`config.mk`:
```
export PLATFORM = sky130hd
export DESIGN_NAME = nibble_serial_add_ctrl
export DESIGN_NICKNAME = d
export VERILOG_FILES = /design/src/rtl/nibble_serial_add_ctrl.sv
export SDC_FILE = /design/constraint.sdc
export NUM_CORES = 1
export LEC_CHECK = 0
export CORE_MARGIN = 10
export CORE_UTILIZATION = 52
export DETAILED_ROUTE_END_ITERATION = 8
export PLACE_DENSITY = 0.9
export SLEW_MARGIN = 30
export SYNTH_ARGS = -nofsm -noshare
export SYNTH_HDL_FRONTEND = slang
export SYNTH_HIERARCHICAL = 1
export SYNTH_SLANG_ARGS = --single-unit
```
`constraint.sdc`:
```
create_clock -name clk -period 4.15 [get_ports clk]
set_input_delay 0.415 -clock clk [delete_from_list [all_inputs] [get_ports clk]]
set_output_delay 0.415 -clock clk [all_outputs]
set_load 0.03 [all_outputs]
```
`src/rtl/nibble_serial_add_ctrl.sv`:
```
// nibble_serial_add_ctrl
//   Wide adder built from one external 4-bit ripple stage, used one nibble
//   per clock. Operands are latched on an accepted start. Each RUN cycle
//   drives the adder with one nibble pair plus the carry register, then
//   stores the adder's sum nibble and carry-out.
//
//   Parameter: NIBBLES (1..16), operand width W = 4*NIBBLES.
//   Optional:  NIBSER_SUB_EN adds port 'sub'. When sub=1, B is inverted and
//              the first carry is forced to 1, giving A-B (cout=1: no borrow).
//
//   Ports:
//     clk, rst            clock, async active-high reset
//     start               request, accepted only in IDLE
//     op_a, op_b, cin     operands, sampled on accepted start
//     sub                 (NIBSER_SUB_EN only) subtract select, sampled with start
//     busy, done          busy during RUN, done is a one-cycle result pulse
//     sum, cout           result registers, held until the next accepted start
//     add_a/add_b/add_cin drive to the external 4-bit adder (0 outside RUN)
//     add_s/add_cout      combinational result from the external adder

// One result nibble. It is cleared on an accepted start and loaded during
// its own RUN cycle.
module nibser_lane (
   input  logic       clk,
   input  logic       rst,
   input  logic       clr,
   input  logic       we,
   input  logic [3:0] d,
   output logic [3:0] q
);
   always_ff @(posedge clk or posedge rst) begin
      if (rst)      q <= 4'h0;
      else if (clr) q <= 4'h0;
      else if (we)  q <= d;
   end
endmodule

module nibble_serial_add_ctrl #(
   parameter int NIBBLES = 4
) (
   input  logic                 clk,
   input  logic                 rst,
   input  logic                 start,
`ifdef NIBSER_SUB_EN
   input  logic                 sub,
`endif
   input  logic [4*NIBBLES-1:0] op_a,
   input  logic [4*NIBBLES-1:0] op_b,
   input  logic                 cin,
   output logic                 busy,
   output logic                 done,
   output logic [4*NIBBLES-1:0] sum,
   output logic                 cout,
   output logic [3:0]           add_a,
   output logic [3:0]           add_b,
   output logic                 add_cin,
   input  logic [3:0]           add_s,
   input  logic                 add_cout
);
   localparam int W  = 4 * NIBBLES;
   localparam int IW = (NIBBLES > 1) ? $clog2(NIBBLES) : 1;

   typedef enum logic [1:0] {S_IDLE, S_RUN, S_DONE} state_t;

   state_t                    state;
   logic [NIBBLES-1:0][3:0]   a_reg, b_reg;
   logic                      carry;
   logic [IW-1:0]             idx;
   logic [W-1:0]              b_in;
   logic                      c_in;
   logic                      accept, last;
   logic [3:0]                a_sel, b_sel;
   logic [NIBBLES-1:0]        lane_we;
   logic [NIBBLES-1:0][3:0]   sum_lanes;

   // Subtract is A + ~B + 1. The forced carry overrides cin.
`ifdef NIBSER_SUB_EN
   assign b_in = sub ? ~op_b : op_b;
   assign c_in = sub | cin;
`else
   assign b_in = op_b;
   assign c_in = cin;
`endif

   assign accept = (state == S_IDLE) && start;
   assign last   = (idx == IW'(NIBBLES - 1));

   // Nibble select by compare rather than a variable index, so that
   // NIBBLES values that are not a power of two (and NIBBLES=1) stay clean.
   always_comb begin
      a_sel = 4'h0;
      b_sel = 4'h0;
      for (int i = 0; i < NIBBLES; i++) begin
         if (idx == IW'(i)) begin
            a_sel = a_reg[i];
            b_sel = b_reg[i];
         end
      end
   end

   assign add_a   = (state == S_RUN) ? a_sel : 4'h0;
   assign add_b   = (state == S_RUN) ? b_sel : 4'h0;
   assign add_cin = (state == S_RUN) ? carry : 1'b0;

   always_ff @(posedge clk or posedge rst) begin
      if (rst) begin
         state <= S_IDLE;
         busy  <= 1'b0;
         done  <= 1'b0;
         cout  <= 1'b0;
         a_reg <= '0;
         b_reg <= '0;
         carry <= 1'b0;
         idx   <= '0;
      end else begin
         case (state)
            S_IDLE: begin
               done <= 1'b0;
               if (start) begin
                  a_reg <= op_a;
                  b_reg <= b_in;
                  carry <= c_in;
                  idx   <= '0;
                  cout  <= 1'b0;
                  busy  <= 1'b1;
                  state <= S_RUN;
               end
            end
            S_RUN: begin
               carry <= add_cout;
               if (last) begin
                  // idx stays on the last nibble. It is reset on the next accept.
                  cout  <= add_cout;
                  busy  <= 1'b0;
                  done  <= 1'b1;
                  state <= S_DONE;
               end else begin
                  idx <= idx + 1'b1;
               end
            end
            S_DONE: begin
               done  <= 1'b0;
               state <= S_IDLE;
            end
            default: begin
               busy  <= 1'b0;
               done  <= 1'b0;
               state <= S_IDLE;
            end
         endcase
      end
   end

   for (genvar g = 0; g < NIBBLES; g++) begin : g_lane
      assign lane_we[g] = (state == S_RUN) && (idx == IW'(g));
      nibser_lane u_lane (
         .clk (clk),
         .rst (rst),
         .clr (accept),
         .we  (lane_we[g]),
         .d   (add_s),
         .q   (sum_lanes[g])
      );
   end

   assign sum = sum_lanes;

endmodule

```
==> results.md, run 1 <==
- Status: complete, no violations
- GPL Wtd Cong: 0.7712
- Share of the synthesized area in the top cell type: 54.77%
- DP HPWL: 4373 µm
- Largest net degree at the start of global routing: 51
- Min-Delay Path Class: in -> async
- Number of placed I/O pins: 69
- Initial antenna violation count: 0
- Netlist cell types: 24
- Die W: 90.15 µm
- Starting Density: 53.82%
- Worst-path clk slew: 0.10 ns
- Leakage: 1.415 nW
- Number of global-route vias before repair: 2021
- Rows: 25
- Post-route DRC violation count: 0
- Final setup fails: 0
- Final hold violations: 0
- Power, Total: 2.754 mW
- Syn nets: 252
- First-pass GRT wire length: 10190 µm
- Leading area contributor after synthesis: dfrtp_1
- DRT iter0 DRCs: 78
- Met3 Track Usage GR: 5.653%
- ANT nets after route: 0
- Post-synth EDFFs: 0
- Reg2reg path depth: 4
- Startpoint Class: flop
- H-tree Lvls: 2
- Clock Skew: 0.004594 ns
- Top_reg_cell synth: dfrtp_1
- Least-Margin Pin Slew: 0.7468 ns
- Slew Viols, Final: 0
- Worst path arrival time: 3.05 ns
- Ys async rst share: 100.0%
- Routed vias: 1800
- Max cap viols: 0
- Clk sink count: 56
- CTS Buf Count: 5
- Synth Area per Inst: 12.36 µm²
- Die height: 90.15 µm
- Synth Cell Area: 0.002559 mm²
- Seq/Total Area, Yosys: 54.77%
- M1 GR Usage: 18.44%
- WS Path Type: reg -> out
- Full die area: 0.008126 mm²
- Period Utilization, post-route: 83.38%
- Count leader, synth: dfrtp_1
- Gr usage total: 14.97%
- CP required: 3.73 ns
- F_max: 289.0 MHz
- DR pass1 iterations: 4
- Seq cells post-synth: 56
- Nets@finish: 315
- Critical Path Sink Type: output port
- Post-Syn Instances: 207
- Cts hold-fix bufs: 0
- Slew headroom: 50.21%
- Clk_lat worst skew: 0.31 ns
- Layout cells sized above 1: 17.34%
- Synthesis-to-finish area growth: 31.98%
- CTS tree: built
- Met2 usage: 24.21%
- DR vias/cell: 5.325
- Power Density: 815.7 mW/mm²
- Setup TNS: 0 ns
- Max IR drop VDD: 0.4464 mV
- Routed wire length: 5916 µm
- Routed length per placed instance: 17.50 µm
- RSZ-0062 raised after global routing: no
- Most used routing layer: met2
- Post-synth top cells: dfrtp_1, mux2_2, nor2_1
- N_diodes: 0
- Core ar.: 0.004755 mm²
- Port-buffer cells: 68
- Maximum buffer depth of the clock tree: 2
- Post-CTS sizing: 0
- Min Tclk post-route: 3.460 ns
- Total gr overflow: 0
- Buffers inserted by post-CTS timing repair: 0
- CP max FO: 10
- Synth area leaders: dfrtp_1, mux2_2, mux2i_1, nor2_1, a221oi_1
- Yosys warns: 6
- CTS root buf: clkbuf_8
## layer usage
layer	part of all wire [%]	vias up
met5	0	-
met3	8.3	7
li1	-	847
met1	42	882
met4	0.95	0
met2	49	64
## power breakdown
part / leakage (nW) / internal (mW) / switching (mW)
registers: 0.688 / 0.805 / 0.155
clock network: 0.0614 / 0.197 / 0.176
logic: 0.666 / 0.654 / 0.767
total: 1.41 / 1.66 / 1.10
## metrics by stage
stage	setup slack, ns	cell area [µm²]	utilization (%)	instances	hold slack (ns)
2_1_floorplan	1.575	2559	-	207	0.1811
3_3_place_gp	1.235	3256	68.47	330	0.4882
3_5_place_dp	1.043	3256	68.47	330	0.4938
4_1_cts	0.6646	3377	71.03	338	0.4241
5_1_grt	0.4738	3377	71.03	338	0.4694
6_report	0.6896	3377	71.03	338	0.4305
## cells by family (layout without fill, tap and decap cells)
family	count (synthesis)	after routing	share of synthesized area (%)
compound gates	23	23	7.091
fa+ha+maj	4	4	1.956
buf+inv	23	87	4.694
flops	56	56	54.77
mux	49	49	20.78
simple gates	52	52	10.71
## cell usage in the layout, fill, tap and decap left out, types with 2 or more instances in the layout
master / instances
clkbuf_8: 6
a221oi_1: 8
o41ai_1: 8
dfrtp_1: 56
mux2i_1: 16
a21oi_1: 2
nand3_1: 8
inv_1: 7
nor2b_1: 11
and2_1: 6
clkdlybuf4s50_1: 68
nor2_1: 21
mux2_2: 33
o21ai_0: 3
ha_1: 4
buf_4: 3
nand2_1: 2
## layout make-up
type                       count  area [µm²]
sequential                    56        1401
fill                         354        1378
timing repair buffer          71       703.2
clock inverter                 2       38.79
clock buffer                   6       82.58
multi-input combinational    128        1037
tap                           67       83.83
inverter                       8       30.03
## critical path, stage by stage, from the launching register on
cell	delay (ns)
dfrtp_1	0.38
inv_1	0.08
ha_1	0.33
nor2b_1	0.56
a221oi_1	0.17
o41ai_1	0.45
clkdlybuf4s50_1	0.76
## path summary, 6_finish.rpt
check                           startpoint               endpoint  slack, ns
worst max-delay path                idx[1]               add_a[0]       0.69
worst min-delay path                   rst  g_lane[0].u_lane/q[2]       0.43
worst max register to register      idx[0]  g_lane[3].u_lane/q[1]       2.27
worst min register to register   b_reg[15]              b_reg[15]       0.52
max in group asynchronous              rst              b_reg[15]       2.91
min in group clk                 b_reg[15]              b_reg[15]       0.52
No activity file was read; power rests on OpenSTA's default activity.
==> run 2, diff against run 1 <==
--- a/config.mk
+++ b/config.mk
@@ -6,9 +6,9 @@
 export NUM_CORES = 1
 export LEC_CHECK = 0
 export CORE_MARGIN = 10
-export CORE_UTILIZATION = 52
+export CORE_UTILIZATION = 43
 export DETAILED_ROUTE_END_ITERATION = 8
-export PLACE_DENSITY = 0.9
+export PLACE_DENSITY = 0.8
 export SLEW_MARGIN = 30
 export SYNTH_ARGS = -nofsm -noshare
 export SYNTH_HDL_FRONTEND = slang
==> constraint.sdc (replaced) <==
create_clock -name clk -period 2.8 [get_ports clk]
set_input_delay 0.28 -clock clk [delete_from_list [all_inputs] [get_ports clk]]
set_output_delay 0.28 -clock clk [all_outputs]
set_load 0.03 [all_outputs]
==> run 2 against run 1 <==
Net effect: hold slack worse by 0.15 ns; die area is 16% higher; sequential power up 48%; utilization shrank 13 points; critical path type unchanged; critical endpoint is now add_b[1]; largest power group unchanged; highest routed layer unchanged.
==> results.md, run 2 (same netlist as run 1, synthesis figures left out) <==
- Worst-path clk slew: 0.11 ns
- Place WS: 0.7391 ns
- Initial antenna violation count: 0
- Worst reg-to-reg setup slack: 0.87 ns
- RR Startpoint: idx[0]
- Period Utilization, post-route: 83.73%
- Total gr overflow: 0
- Worst path arrival time: 2.06 ns
- CP max FO: 17
- Number of global-route vias before repair: 1962
- Clock Skew: 0.009641 ns
- Largest net degree at the start of global routing: 51
- CP required: 2.52 ns
- Min Tclk post-route: 2.344 ns
- CTS tree: built
- DRT iter0 DRCs: 44
- Setup WS post-layout: 0.4555 ns
- Post-Place Cells: 340
- DR pass1 iterations: 4
- Slew headroom: 47.49%
- Routed length per placed instance: 17.02 µm
- ANT nets after route: 0
- F_max: 426.5 MHz
- R2R Path End: g_lane[3].u_lane/q[1]
- Nets@finish: 317
- Final hold violations: 0
- H-tree Lvls: 2
- Routed vias: 1767
- Critical Path Start: idx[0]
- Commonest non-fill, non-tap cell in the layout: clkdlybuf4s50_1
- Setup TNS: 0 ns
- Post-CTS sizing: 0
- Non-filler cells, final: 348
- Critical Path Sink Type: output port
- Max IR drop VDD: 0.5110 mV
- WS Path Type: reg -> out
- Number of placed I/O pins: 69
- GPL Wtd Cong: 0.7306
- Max cap viols: 0
- Gr usage total: 12.58%
- Final setup fails: 0
- Starting Density: 43.73%
- Full die area: 0.009436 mm²
- Power Density: 1194 mW/mm²
- First-pass GRT wire length: 9942 µm
- Rows: 28
- DR vias/cell: 5.078
- CTS root buf: clkbuf_8
- Slew Viols, Final: 0
- Post-route DRC violation count: 0
- Buffers inserted by post-CTS timing repair: 0
- Least-Margin Pin Slew: 0.7877 ns
- Maximum buffer depth of the clock tree: 2
- Min-Delay Path Class: in -> async
- CTS Buf Count: 5
- Synthesis-to-finish area growth: 32.52%
- N_diodes: 0
- Layout cells sized above 1: 20.88%
- DP HPWL: 4343 µm
- Startpoint Class: flop
- Die height: 97.14 µm
- Port-buffer cells: 68
- Core ar.: 0.005851 mm²
- Clk_lat worst skew: 0.31 ns
- Die W: 97.14 µm
- Power, Total: 4.050 mW
- Cts hold-fix bufs: 0
- RSZ-0062 raised after global routing: no
- Leakage: 1.438 nW
- Clk sink count: 56
- Filler instances: 492
- Reg2reg path depth: 4
- Routed wire length: 5923 µm
- Most frequent cells in the layout: clkdlybuf4s50_1, dfrtp_1, mux2_2
- Status: complete, no violations
-- run 2: changes by cell type in the layout (fill, tap and decap cells not counted) --
| cell | delta |
|---|---|
| clkdlybuf4s50_1 | -8 |
| buf_4 | +9 |
| clkinv_4 | +1 |
| buf_12 | +1 |
| inv_2 | -1 |
| clkinv_2 | +1 |
| clkbuf_8 | -1 |
-- run 2: how the worst max path moves through the flow --
stage | endpoint | cells past startpoint
after floorplan | add_b[2] | 6
after global placement | add_b[0] | 5
after detailed placement | add_a[0] | 5
after CTS | add_a[0] | 5
after global routing | add_b[2] | 5
final | add_b[1] | 5
-- run 2: power breakdown --
group / internal [mW] / switching (mW) / total (mW)
Sequential: 1.19 / 0.229 / 1.42
Clock: 0.270 / 0.266 / 0.536
Combinational: 0.960 / 1.13 / 2.09
Total: 2.42 / 1.63 / 4.05
-- run 2: cell type report --
cell class                 count  area [µm²]  share of cell area, %
sequential                    56        1401                  41.33
multi-input combinational    128        1037                  30.59
timing repair buffer          73       710.7                  20.96
tap                           75       93.84                  2.768
clock buffer                   5       68.82                  2.030
clock inverter                 3       47.55                  1.402
inverter                       8       31.28                 0.9225
-- run 2: metal layers --
layer | vias to the layer above | global-route usage (%) | routed length, µm
met2 | 60 | 19.34 | 2683
met4 | 0 | 3.632 | 61
li1 | 853 | - | -
met3 | 7 | 4.552 | 411
met1 | 847 | 16.11 | 2767
met5 | - | 0 | 0
-- run 2: critical path: stages, from the launching register on --
cell	delay (ns)
dfrtp_1	0.43
inv_1	0.10
ha_1	0.49
a221oi_1	0.10
o41ai_1	0.41
buf_4	0.23
-- run 2: through the flow --
stage                     hold WS (ns)  utilization [%]  instance area [µm²]
after floorplan                0.04608                -                 2559
final                           0.2777            57.96                 3391
after CTS                       0.2724            57.96                 3391
after global placement          0.4891            55.95                 3273
after detailed placement        0.4940            55.97                 3274
after global routing            0.2799            57.96                 3391
==> RTL change: new RTL, config.mk and constraints of run 1 <==
The 3 states of `state_t` get a one-hot encoding in 3 bits.
--- a/src/rtl/nibble_serial_add_ctrl.sv
+++ b/src/rtl/nibble_serial_add_ctrl.sv
@@ -61,5 +61,5 @@
    localparam int IW = (NIBBLES > 1) ? $clog2(NIBBLES) : 1;
 
-   typedef enum logic [1:0] {S_IDLE, S_RUN, S_DONE} state_t;
+   typedef enum logic [2:0] {S_IDLE = 3'b001, S_RUN = 3'b010, S_DONE = 3'b100} state_t;
 
    state_t                    state;
Function: same outputs for any inputs over 10 cycles, from zero or initial values and one cycle with rst high; not proved beyond that.
==> RTL change against run 1 <==
Combinational power shrank 38%; design area grew 3.7%; total power shrank 21%; sequential cell count grew 1; worst setup slack gained 0.20 ns; synthesized area grew 3.9%; routed wire length grew 12%; largest power group unchanged.
==> RTL change: results (changes against run 1) <==
| Metric | Value |
|---|---|
| Final RePlAce weighted congestion | 0.800 (+3.7%) |
| FILL cells | 335 (-5.4%) |
| Netlist cell types | 30 (+25%) |
| Largest cells by area after synthesis | dfrtp_1, mux2_2, mux2i_1, a221o_1, nand2_1 |
| Multi-input gate area | 1070 um2 (+3.1%) |
| Post-synthesis sequential area ratio | 53.7% (-1.1 points) |
| Commonest cells in the netlist | dfrtp_1, mux2_2, nand2_1 |
| Pleak | 1.46 nW (+3.1%) |
| Top layer in use | met4 |
| Adder-Cell Fraction of Synth Area | 1.88% (-0.074 points) |
| Layout cells sized above 1 | 14.5% (-2.8 points) |
| Clock Tree Buf Depth | 2 (unchanged) |
| Worst slew pin tran | 0.806 ns (+0.0588 ns) |
| Yosys warns | 6 (unchanged) |
| H-tree Lvls | 3 (+1) |
| Routed met3 length | 294 um (-40%) |
| Slowest Stage Delay on Critical Path | 0.72 ns (-0.04 ns) |
| Largest net degree at the start of global routing | 42 (-18%) |
| Global-route met1 utilization | 18.9% (+0.46 points) |
| Grt met2 use | 27.0% (+2.8 points) |
| First-pass GRT wire length | 10700 um (+5.1%) |
| Nets | 343 (+8.9%) |
| Dpl hpwl | 4790 um (+9.6%) |
| Root buffer cell | clkbuf_8 |
| GRT Util Overall | 15.9% (+0.94 points) |
| Post-CTS setup buffers | 0 (unchanged) |
| Post-CTS Resized | 0 (unchanged) |
| Outcome | complete, no violations |
| Reg clk slew, reported paths | 0.07 ns (-0.03 ns) |
| Clock Skews | 0.0106 ns (+0.00599 ns) |
| Met3 Usage GRT | 4.36% (-1.3 points) |
| Post-synth ARST share | 100% (unchanged) |
| IO buf count | 68 (unchanged) |
| Crit Path Max Fanout | 17 (+7) |
| Vias in the first global route | 2068 (+2.3%) |
| Initial DRC count | 164 (+110%) |
| WL met2 | 3480 um (+21%) |
| Crit Reg-Reg Startpoint | idx[0] |
| VDD IR max | 0.367 mV (-18%) |
| Mux share of post-synthesis cell area | 17.0% (-3.8 points) |
| Worst skew pair latency | 0.33 ns (+0.02 ns) |
| DP Worst Slack | 1.32 ns (+0.274 ns) |
| Mapped Nets | 276 (+9.5%) |
| Worst Hold Class | in -> async |
| Worst EP arrival | 2.85 ns (-0.20 ns) |
| Total CTS buffers | 9 (+4) |
| R2R Path End | idx[0] |
| Via-to-Cell Ratio | 5.37 (+0.79%) |
| FF-to-FF path depth | 4 (unchanged) |
| Post-synthesis compound-gate area fraction | 10.1% (+3.0 points) |
| Drt first pass iters | 4 (unchanged) |
| Crit share post-route | 78.6% (-4.7 points) |
| Met1 wire length | 2740 um (+10%) |
| Avg WL per Cell | 17.9 um (+2.2%) |
| Initial antenna violation count | 0 (unchanged) |
| Worst reg-to-reg setup slack | 2.13 ns (-0.14 ns) |
RTL change: changes by cell type after synthesis, moves of 6 or more:
cell and change:
o21ai_0 +8, o41ai_1 -8, a21boi_0 +8, a221oi_1 -8, nand3b_1 +9, inv_1 +8
a221o_1 +8, mux2_2 -8, a21oi_1 +6, nand2_1 +18, nand3_1 -8, nor2b_1 -11
RTL change: critical path, delay by kind of cell (launching register included):
kind / cells / cell delay, ns
AO/OA/AOI/OAI: 3 / 0.73
adder cells (fa/ha/maj): 1 / 0.55
buffers and inverters: 2 / 0.82
flip-flops: 1 / 0.41
RTL change: power breakdown:
group          internal (mW)  total [mW]  switching (mW)
Clock                  0.217       0.420           0.203
Sequential             0.766       0.877           0.112
Combinational          0.437       0.884           0.447
Total                   1.42        2.18           0.762
RTL change: worst max-delay path by stage:
stage               startpoint  endpoint
floorplan               idx[0]  add_b[2]
global placement        idx[1]  add_a[1]
detailed placement      idx[0]  add_b[2]
CTS                     idx[0]  add_b[2]
global route            idx[0]  add_b[2]
finish                  idx[1]  add_b[2]
RTL change: metrics by stage:
stage          cell area (um2)  util [%]  cells  power [mW]  hold slack, ns
4_1_cts                   3500      72.3    370        2.19           0.431
5_1_grt                   3500      72.3    370        2.31           0.448
3_3_place_gp              3350      69.1    354        1.72           0.491
2_1_floorplan             2660         -    231        1.51           0.181
3_5_place_dp              3350      69.1    354        1.76           0.496
6_report                  3500      72.3    370        2.18           0.423
RTL change: area by class of cell:
| cell class | instances | share of cell area, % |
|---|---|---|
| Multi-Input combinational cell | 142 | 30.5 |
| Clock buffer | 15 | 4.18 |
| Timing Repair Buffer | 72 | 20.3 |
| Tap cell | 67 | 2.39 |
| Clock inverter | 1 | 0.143 |
| Sequential cell | 57 | 40.8 |
| Inverter | 16 | 1.71 |
